<file path="src/rtl/ps2_kb_rx.sv">
// PS/2 keyboard receiver: synchronises ps2_clk/ps2_data, deframes 11-bit frames and queues bytes in a FWFT FIFO.
// Optional build macro PS2_BREAK_FILTER_EN drops 8'hF0 break prefixes and the byte that follows them.
module ps2_kb_rx #(
  parameter int FIFO_DEPTH     = 16,
  parameter int TIMEOUT_CYCLES = 50000
) (
  input  logic       clk,
  input  logic       rst_n,
  input  logic       ps2_clk,
  input  logic       ps2_data,
  input  logic       rd_en,
  output logic [7:0] kb_data,
  output logic       kb_ready,
  output logic       kb_overflow,
  output logic       frame_err
);
  localparam int AW = $clog2(FIFO_DEPTH);
  localparam int TW = $clog2(TIMEOUT_CYCLES + 1);
  localparam logic [TW-1:0] TO_LIMIT = TW'(TIMEOUT_CYCLES);

  typedef enum logic [1:0] {
    ST_IDLE   = 2'd0,
    ST_DATA   = 2'd1,
    ST_PARITY = 2'd2,
    ST_STOP   = 2'd3
  } state_t;

  function automatic logic odd_parity_ok(input logic [7:0] i_byte, input logic i_par);
    return ^{i_byte, i_par};
  endfunction

  logic          r_clk_s1, r_clk_s2, r_clk_prev, r_dat_s1, r_dat_s2;
  logic          w_fall, w_timeout, w_frame_ok, w_frame_bad, w_push;
  state_t        r_state, w_state_nxt;
  logic [7:0]    r_shift;
  logic [2:0]    r_bit_cnt;
  logic          r_par;
  logic [TW-1:0] r_to_cnt;
  logic [7:0]    r_mem [FIFO_DEPTH];
  logic [AW:0]   r_wr_ptr, r_rd_ptr, w_wr_nxt, w_rd_nxt;
  logic          w_empty, w_full, w_pop, w_wr_en, w_ovf_set, w_ready_nxt;
  logic [7:0]    w_head_nxt, w_data_nxt;
  logic          r_kb_ready, r_ovf, r_frame_err;
  logic [7:0]    r_kb_data;

  // Two-flop synchronisers plus a delayed copy of the clock line for edge detection
  always_ff @(posedge clk or negedge rst_n) begin
    if (!rst_n) begin
      r_clk_s1   <= 1'b0;
      r_clk_s2   <= 1'b0;
      r_clk_prev <= 1'b0;
      r_dat_s1   <= 1'b0;
      r_dat_s2   <= 1'b0;
    end else begin
      r_clk_s1   <= ps2_clk;
      r_clk_s2   <= r_clk_s1;
      r_clk_prev <= r_clk_s2;
      r_dat_s1   <= ps2_data;
      r_dat_s2   <= r_dat_s1;
    end
  end

  assign w_fall    = r_clk_prev & ~r_clk_s2;
  assign w_timeout = (r_state != ST_IDLE) && (r_to_cnt == TO_LIMIT);

  // Mid-frame watchdog: restarts on every falling edge, idle while waiting for a start bit
  always_ff @(posedge clk or negedge rst_n) begin
    if (!rst_n) begin
      r_to_cnt <= '0;
    end else if ((r_state == ST_IDLE) || w_fall) begin
      r_to_cnt <= '0;
    end else if (!w_timeout) begin
      r_to_cnt <= r_to_cnt + TW'(1);
    end
  end

  // FSM state register
  always_ff @(posedge clk or negedge rst_n) begin
    if (!rst_n) begin
      r_state <= ST_IDLE;
    end else begin
      r_state <= w_state_nxt;
    end
  end

  // FSM next-state and frame verdict
  always_comb begin
    w_state_nxt = r_state;
    w_frame_ok  = 1'b0;
    w_frame_bad = 1'b0;
    if (w_fall) begin
      case (r_state)
        ST_IDLE: begin
          if (!r_dat_s2) begin
            w_state_nxt = ST_DATA;
          end else begin
            w_state_nxt = ST_IDLE;
          end
        end
        ST_DATA: begin
          if (r_bit_cnt == 3'd7) begin
            w_state_nxt = ST_PARITY;
          end else begin
            w_state_nxt = ST_DATA;
          end
        end
        ST_PARITY: w_state_nxt = ST_STOP;
        ST_STOP: begin
          w_state_nxt = ST_IDLE;
          if (r_dat_s2 && odd_parity_ok(r_shift, r_par)) begin
            w_frame_ok = 1'b1;
          end else begin
            w_frame_bad = 1'b1;
          end
        end
        default: w_state_nxt = ST_IDLE;
      endcase
    end else if (w_timeout) begin
      w_state_nxt = ST_IDLE;
    end else begin
      w_state_nxt = r_state;
    end
  end

  // Bit shifter: LSB arrives first, so shift right and insert at the top
  always_ff @(posedge clk or negedge rst_n) begin
    if (!rst_n) begin
      r_shift   <= 8'h00;
      r_bit_cnt <= 3'd0;
      r_par     <= 1'b0;
    end else if (w_fall) begin
      case (r_state)
        ST_IDLE: r_bit_cnt <= 3'd0;
        ST_DATA: begin
          r_shift   <= {r_dat_s2, r_shift[7:1]};
          r_bit_cnt <= r_bit_cnt + 3'd1;
        end
        ST_PARITY: r_par <= r_dat_s2;
        default: r_par <= r_par;
      endcase
    end
  end

`ifdef PS2_BREAK_FILTER_EN
  logic r_brk;
  assign w_push = w_frame_ok & ~r_brk & (r_shift != 8'hF0);

  // Break flag: set by F0, consumed by the key code that follows it
  always_ff @(posedge clk or negedge rst_n) begin
    if (!rst_n) begin
      r_brk <= 1'b0;
    end else if (w_frame_ok) begin
      if (r_brk) begin
        r_brk <= 1'b0;
      end else if (r_shift == 8'hF0) begin
        r_brk <= 1'b1;
      end
    end
  end
`else
  assign w_push = w_frame_ok;
`endif

  // FIFO control; outputs are computed from next-cycle pointers so they can be registered
  always_comb begin
    w_empty     = (r_wr_ptr == r_rd_ptr);
    w_full      = (r_wr_ptr[AW] != r_rd_ptr[AW]) && (r_wr_ptr[AW-1:0] == r_rd_ptr[AW-1:0]);
    w_pop       = rd_en & ~w_empty;
    w_wr_en     = w_push & (~w_full | w_pop);
    w_ovf_set   = w_push & w_full & ~w_pop;
    w_wr_nxt    = r_wr_ptr + (AW+1)'(w_wr_en);
    w_rd_nxt    = r_rd_ptr + (AW+1)'(w_pop);
    w_ready_nxt = (w_wr_nxt != w_rd_nxt);
    if (w_wr_en && (r_wr_ptr[AW-1:0] == w_rd_nxt[AW-1:0])) begin
      w_head_nxt = r_shift;
    end else begin
      w_head_nxt = r_mem[w_rd_nxt[AW-1:0]];
    end
    if (w_ready_nxt) begin
      w_data_nxt = w_head_nxt;
    end else begin
      w_data_nxt = 8'h00;
    end
  end

  // FIFO storage
  always_ff @(posedge clk) begin
    if (w_wr_en) begin
      r_mem[r_wr_ptr[AW-1:0]] <= r_shift;
    end
  end

  // Pointers and registered outputs
  always_ff @(posedge clk or negedge rst_n) begin
    if (!rst_n) begin
      r_wr_ptr    <= '0;
      r_rd_ptr    <= '0;
      r_kb_ready  <= 1'b0;
      r_kb_data   <= 8'h00;
      r_ovf       <= 1'b0;
      r_frame_err <= 1'b0;
    end else begin
      r_wr_ptr    <= w_wr_nxt;
      r_rd_ptr    <= w_rd_nxt;
      r_kb_ready  <= w_ready_nxt;
      r_kb_data   <= w_data_nxt;
      r_ovf       <= r_ovf | w_ovf_set;
      r_frame_err <= w_frame_bad;
    end
  end

  assign kb_data     = r_kb_data;
  assign kb_ready    = r_kb_ready;
  assign kb_overflow = r_ovf;
  assign frame_err   = r_frame_err;
endmodule
</file>
<file path="config.mk">
export PLATFORM = sky130hd
export DESIGN_NAME = ps2_kb_rx
export DESIGN_NICKNAME = d
export VERILOG_FILES = /design/src/rtl/ps2_kb_rx.sv
export SDC_FILE = /design/constraint.sdc
export NUM_CORES = 1
export LEC_CHECK = 0
export BUFFER_PORTS_ARGS = -buffer_cell sky130_fd_sc_hd__buf_2
export CAP_MARGIN = 20
export CORE_MARGIN = 3
export CORE_UTILIZATION = 50
export DETAILED_ROUTE_END_ITERATION = 6
export GPL_TIMING_DRIVEN = 0
export PLACE_DENSITY_LB_ADDON = 0.2
export SYNTH_ARGS = -nofsm -noshare
export SYNTH_HDL_FRONTEND = slang
export SYNTH_SLANG_ARGS = --single-unit
</file>
<file path="constraint.sdc">
create_clock -name clk -period 4.7 [get_ports clk]
set_input_delay 0.705 -clock clk [delete_from_list [all_inputs] [get_ports clk]]
set_output_delay 0.705 -clock clk [all_outputs]
set_load 0.03 [all_outputs]
</file>
==> metrics.cfg, run 1 <==
[status]
outcome = completed

[final_layout]
area_delta_synth_final_pct = 13.9
n_antenna_cell = 0
fin_nets = 524
num-fill-cells = 1158
seq_area_um2 = 5250
drive_above_1_share = 0.260
multi_input_area_um2 = 2480

[clock_network]
cts_sinks = 184
clock_path_buffers = 2
cts_setup_buffers = 0
cts.clk_slew.worst_paths_ns = 0.07
clk_root_buffer_cell = clkbuf_16
clk_latency_ns = 0.43
cts_buffers = 17
cts_tree = built
cts_max_level = 4

[sta]
final.min_clock_period_ns = 4.24
worst_pin_slew_ns = 0.971
post-route-period-util = 0.902
final_hold_viol_count = 0
slew_headroom = 0.351
finalSetupViolations = 0
fin_skew_ns = 0.00832
rsz0062_at_grt = false
fin_tns_setup_ns = 0
slew_violations = 0
max_freq_mhz = 236

[setup_path]
crit_fanout = 20
cp.arrival_ns = 4.59
critPathSlowestCell = dfrtp_1
worst_setup_path_end_kind = register
crit_required_ns = 5.05
cpPeakStageDelay_ns = 0.81
worstSetupStartpointType = register
crit_type = register to register
r2r_cells = 15
path_cells = xnor2_1 -> xnor3_2 -> xnor2_2 -> or3_1 -> buf_6 -> buf_8 -> inv_1 -> ha_1 -> ha_1 -> nand3_1 -> xnor2_1 -> xor2_1 -> clkbuf_1 -> o31ai_1 -> mux2i_1

[floorplan]
die_height_um = 131
core_region_area_um2 = 15300
initial_utilization = 0.513
pin_count = 16
die_x_um = 131
dieArea_um2 = 17200
row_count = 45

[placement]
io_buffers = 15
place_congestion = 0.793
place_hpwl_um = 9840

[synthesis]
syn_inst = 461
synthTopCellsByCount = 128 x edfxtp_1, 56 x dfrtp_1, 35 x mux2i_1
ys_top_cells_by_area = edfxtp_1 49%, dfrtp_1 18%, mux4_2 9.2%
synth.avg_cell_area_um2 = 17.0
yosys.area_share.simple = 0.0645
async_flop_share = 0.304
synth_top_cell_by_area = edfxtp_1
synth_edf_count = 128
synth.top_cell.area_share = 0.491
synth_mux_area_frac = 0.151
netlist_area_um2 = 7830
synth_compound_area_frac = 0.0289
synthXorXnorAreaFrac = 0.0541
synth.most_common_cell = edfxtp_1
yosys_register_bits = 184
syn-num-nets = 474
synthAdderAreaFrac = 0.0128
ys.warnings.count = 0
ys.flop_type = edfxtp_1
synth_top_family_by_area = multiplexers
synth.distinct_cells = 48
yosysSeqAreaShare = 0.670

[drt]
drt-vias-per-instance = 5.48
drc = 0
drt_iter0_markers = 273
wl_per_cell_um = 19.8
wirelength_um = 14500
dr.pass1.iters = 4
ant_nets = 0
vias = 4027

[global_route]
grt_pass1_wl_um = 23100
track_usage = 0.178
overflow = 0
antenna_found_initial = 0
grt_pass1_vias = 4087
grt_max_degree = 39

[power_and_ir_drop]
p_comb_frac = 0.344
power_density_nw_per_um2 = 613
p_int_uw = 3630
p_seq_frac = 0.401
switchingPower_uw = 1840
irDropWorstVdd_uv = 332
power_uw = 5460
swShare = 0.336
p_leak_uw = 0.00318
pwr-share-clk = 0.254

[min_path]
hold_class = input pin to async pin

[flow_run]
maxCapViolCount = 0

cell families after synthesis:
family	Yosys count
compound gates	33
xor+xnor	39
fa+ha+maj	8
buf+inv	31
flops	184
mux	77
simple gates	89
path summary, 6_finish.rpt:
path                       slack (ns)                   start                     end
setup reg to reg                 0.46  r_shift[6]$_DFFE_PN0P_    kb_data[6]$_DFF_PN0_
min in group clk                 0.35      r_clk_s1$_DFF_PN0_      r_clk_s2$_DFF_PN0_
hold / removal                   0.21                   rst_n   r_rd_ptr[1]$_DFF_PN0_
max in group asynchronous        3.95                   rst_n  r_shift[1]$_DFFE_PN0P_
hold reg to reg                  0.35      r_clk_s1$_DFF_PN0_      r_clk_s2$_DFF_PN0_
setup / recovery                 0.46  r_shift[6]$_DFFE_PN0P_    kb_data[6]$_DFF_PN0_
area by class of cell:
type	count	share of cell area
repair buffers	31	0.0230
inverters	9	0.00379
well taps	211	0.0296
clock buffers	18	0.0481
plain buffers	22	0.0129
flip-flops and latches	184	0.588
multi-input cells	246	0.278
clock inverters	14	0.0164
critical path, delay by kind of cell, from the launching register on:
| kind | cells | cell delay, ns |
|---|---|---|
| flops | 1 | 0.81 |
| mux | 1 | 0.20 |
| simple gates | 2 | 0.51 |
| fa+ha+maj | 2 | 0.34 |
| xor+xnor | 5 | 1.41 |
| compound gates | 1 | 0.12 |
| buf+inv | 4 | 0.75 |
flip-flops by register name, indices dropped and copies added (netlist names):
register     flops
r_clk_s2         1
r_clk_s1         1
r_par            1
kb_overflow      1
r_clk_prev       1
frame_err        1
r_bit_cnt        3
r_dat_s2         1
r_wr_ptr         5
r_dat_s1         1
r_shift          8
r_to_cnt        16
r_state          2
r_rd_ptr         5
kb_ready         1
r_mem          128
kb_data          8
metal layers:
layer / track usage / share of wire / vias to the layer above
met3: 0.0398 / 0.033 / 19
met2: 0.299 / 0.51 / 63
met4: 0.0566 / 0.015 / 0
li1: - / - / 1881
met1: 0.233 / 0.44 / 2064
met5: 0 / 0 / -
per-stage QoR:
step	setup slack (ns)	cells	utilization	hold WS, ns	cell area, um2
floorplan	1.07	461	-	0.331	7830
global placement	0.364	687	0.536	0.340	8170
detailed placement	0.255	702	0.546	0.339	8340
CTS	0.263	734	0.584	0.207	8910
global route	0.0595	735	0.585	0.229	8920
finish	0.460	735	0.585	0.206	8920
repair_timing:
action / CTS / global route
gates resized for setup: 0 / 4
endpoints found under the setup margin: 0 / 8
hold buffers: 0 / 0
placed cells by master (no fill, tap or decap), types with 2 or more instances in the layout:
cell type	Yosys	layout
nor2_1	18	18
nand2b_1	5	5
inv_6	0	4
mux4_2	32	32
inv_1	9	9
a21oi_1	3	3
or3_1	6	6
nand3_1	13	13
dfrtp_2	0	4
clkinv_4	0	3
or2_2	3	3
buf_2	7	22
nor4_1	5	2
xor2_1	10	10
clkbuf_2	1	2
o31ai_1	16	16
dfrtp_1	56	52
nor4b_2	1	4
bufinv_16	0	2
nor4_4	2	2
edfxtp_1	128	128
clkbuf_1	11	12
and3_1	3	3
nor4_2	0	3
nand2_1	13	13
nor3_1	10	10
mux2_2	10	10
nand4_1	2	2
clkbuf_16	0	17
xnor2_1	23	23
clkinv_2	0	2
buf_4	1	15
mux2i_1	35	35
clkinv_1	0	2
o21ai_0	7	7
ha_1	8	8
power by group through the flow:
stage	combinational, uW	sequential, uW	clock [uW]
6_report	1880	2190	1390
5_1_grt	2040	2220	1480
3_5_place_dp	1900	2230	0
4_1_cts	1910	2200	1410
3_3_place_gp	1880	2220	0
2_1_floorplan	1380	2210	0
Power figures use the tool's default switching activity.
==> run 2: changes to the inputs <==
Settings changed: CTS_BUF_LIST from default to sky130_fd_sc_hd__clkbuf_16, RECOVER_POWER from default to 50.
==> metrics.cfg, run 2 (synthesis gave the netlist of run 1 again) <==
[status]
outcome = complete, but fails checks
violations = capacitance limit, slew limit

[setup_path]
r2r_slack_ns = 0.46  ; about the same
cp.arrival_ns = 4.58  ; about the same
r2r-end = kb_data[6]$_DFF_PN0_
crit_fanout = 20  ; unchanged
crit_buf_inv = 4  ; unchanged
crit_required_ns = 5.05  ; about the same
critPathSlowestCell = dfrtp_1
cpPeakStageDelay_ns = 0.81  ; about the same
worstSetupStartpointType = register
critPathTopFamily = XOR/XNOR gates
crit_start = r_shift[6]$_DFFE_PN0P_
crit_type = register to register
path_cells = xnor2_1 -> xnor3_2 -> xnor2_2 -> or3_1 -> buf_6 -> buf_8 -> inv_1 -> ha_1 -> ha_1 -> nand3_1 -> xnor2_1 -> xor2_1 -> clkbuf_1 -> o31ai_1 -> mux2i_1
timing.rr.start = r_shift[6]$_DFFE_PN0P_
r2r_cells = 15  ; unchanged
worst_setup_path_end_kind = register

[final_layout]
largest_reg_flops = 128  ; unchanged
finalNonFillerCells = 735  ; unchanged
fin_nets = 524  ; unchanged
drive_above_1_share = 0.256  ; -0.00382
final_common_cell = edfxtp_1
area_delta_synth_final_pct = 13.7
mostFrequentLayoutCells = 128 x edfxtp_1, 52 x dfrtp_1, 35 x mux2i_1
n_antenna_cell = 0  ; unchanged

[clock_network]
hold_buffers = 0  ; unchanged
clk_latency_ns = 0.43  ; about the same
cts_buffers = 17  ; unchanged
cts_tree = built
clock_path_buffers = 2  ; unchanged
cts_sinks = 184  ; unchanged
clk_root_buffer_cell = clkbuf_16
cts_setup_buffers = 0  ; unchanged
ctsResizeCount = 0  ; unchanged
cts_max_level = 4  ; unchanged
cts.clk_slew.worst_paths_ns = 0.07  ; about the same

[power_and_ir_drop]
power_density_nw_per_um2 = 614  ; +0.18%
p_leak_uw = 0.00317  ; -0.21%
power_uw = 5460  ; about the same
irDropWorstVdd_uv = 330  ; -0.41%

[min_path]
hold_depth = 0
min_from = r_clk_s1$_DFF_PN0_
hold_class = register to register
min_to = r_clk_s2$_DFF_PN0_

[drt]
ant_nets = 0  ; unchanged
drc = 0  ; unchanged
drt-vias-per-instance = 5.52  ; +0.70%
wl_per_cell_um = 19.8  ; about the same
wirelength_um = 14500  ; about the same
dr.pass1.iters = 6  ; +2
vias = 4055  ; +0.70%
drt_iter0_markers = 305  ; +12%

[global_route]
antenna_found_initial = 0  ; unchanged
overflow = 0  ; unchanged
grt_pass1_wl_um = 23100  ; unchanged
track_usage = 0.178  ; unchanged
grt_pass1_vias = 4087  ; unchanged
grt_max_degree = 39  ; unchanged

[sta]
slew_violations = 39  ; +39
post-route-period-util = 0.901  ; -0.000950
fin_tns_setup_ns = 0  ; unchanged
slew_headroom = -0.312  ; -0.663
fin_skew_ns = 0.00742  ; -0.000898 ns
rsz0062_at_grt = false
finalSetupViolations = 0  ; unchanged
worst_pin_slew_ns = 1.97  ; +0.997 ns
final.min_clock_period_ns = 4.24  ; -0.00446 ns
final_hold_viol_count = 0  ; unchanged
max_freq_mhz = 236  ; +0.11%

[placement]
place_congestion = 0.793  ; unchanged
dp.cells = 702  ; unchanged
place_hpwl_um = 9840  ; unchanged
io_buffers = 15  ; unchanged

[floorplan]
pin_count = 16  ; unchanged
row_count = 45  ; unchanged
core_region_area_um2 = 15300  ; unchanged
dieArea_um2 = 17200  ; unchanged
initial_utilization = 0.513  ; unchanged
die_height_um = 131  ; unchanged
die_x_um = 131  ; unchanged

[flow_run]
maxCapViolCount = 1  ; +1

## run 2: cell types whose count changed in the layout (fill, tap and decap cells not counted)
cell | previous run | this run
buf_12 | 1 | 0
clkbuf_1 | 12 | 13
buf_2 | 22 | 21
inv_1 | 9 | 10
## run 2: routing by layer
metal / wire, um / GRT usage / up-vias
met3: 337 / 0.0398 / 19
met4: 261 / 0.0566 / 0
li1: - / - / 1885
met1: 6510 / 0.233 / 2092
met5: 0 / 0 / -
met2: 7410 / 0.299 / 59
## run 2: where the power goes
group          internal, uW  switching (uW)
Clock                   784             602
Combinational           868            1020
Sequential             1970             221
Total                  3620            1840
## run 2: metrics by stage
step | instance area, um2 | util | worst slack (ns) | hold slack (ns)
2_1_floorplan | 7830 | - | 1.07 | 0.331
3_3_place_gp | 8170 | 0.536 | 0.364 | 0.340
3_5_place_dp | 8340 | 0.546 | 0.255 | 0.339
4_1_cts | 8910 | 0.584 | 0.264 | 0.207
5_1_grt | 8900 | 0.584 | 0.0598 | 0.355
6_report | 8900 | 0.584 | 0.465 | 0.351
## run 2: cell type report
| type | instances | area, um2 |
|---|---|---|
| Sequential cell | 184 | 5250 |
| Clock inverter | 15 | 150 |
| Tap cell | 211 | 264 |
| Multi-Input combinational cell | 246 | 2480 |
| Fill cell | 1162 | 6350 |
| Timing Repair Buffer | 31 | 188 |
| Clock buffer | 17 | 425 |
| Inverter | 9 | 33.8 |
| Buffer | 22 | 115 |
## run 2: worst max path at each step
stage / to / slack, ns / cells past startpoint
floorplan: kb_data[5]$_DFF_PN0_ / 1.07 / 15
global placement: kb_data[5]$_DFF_PN0_ / 0.36 / 15
detailed placement: kb_data[5]$_DFF_PN0_ / 0.26 / 15
CTS: kb_data[6]$_DFF_PN0_ / 0.26 / 15
global route: kb_data[6]$_DFF_PN0_ / 0.06 / 15
finish: kb_data[6]$_DFF_PN0_ / 0.46 / 15
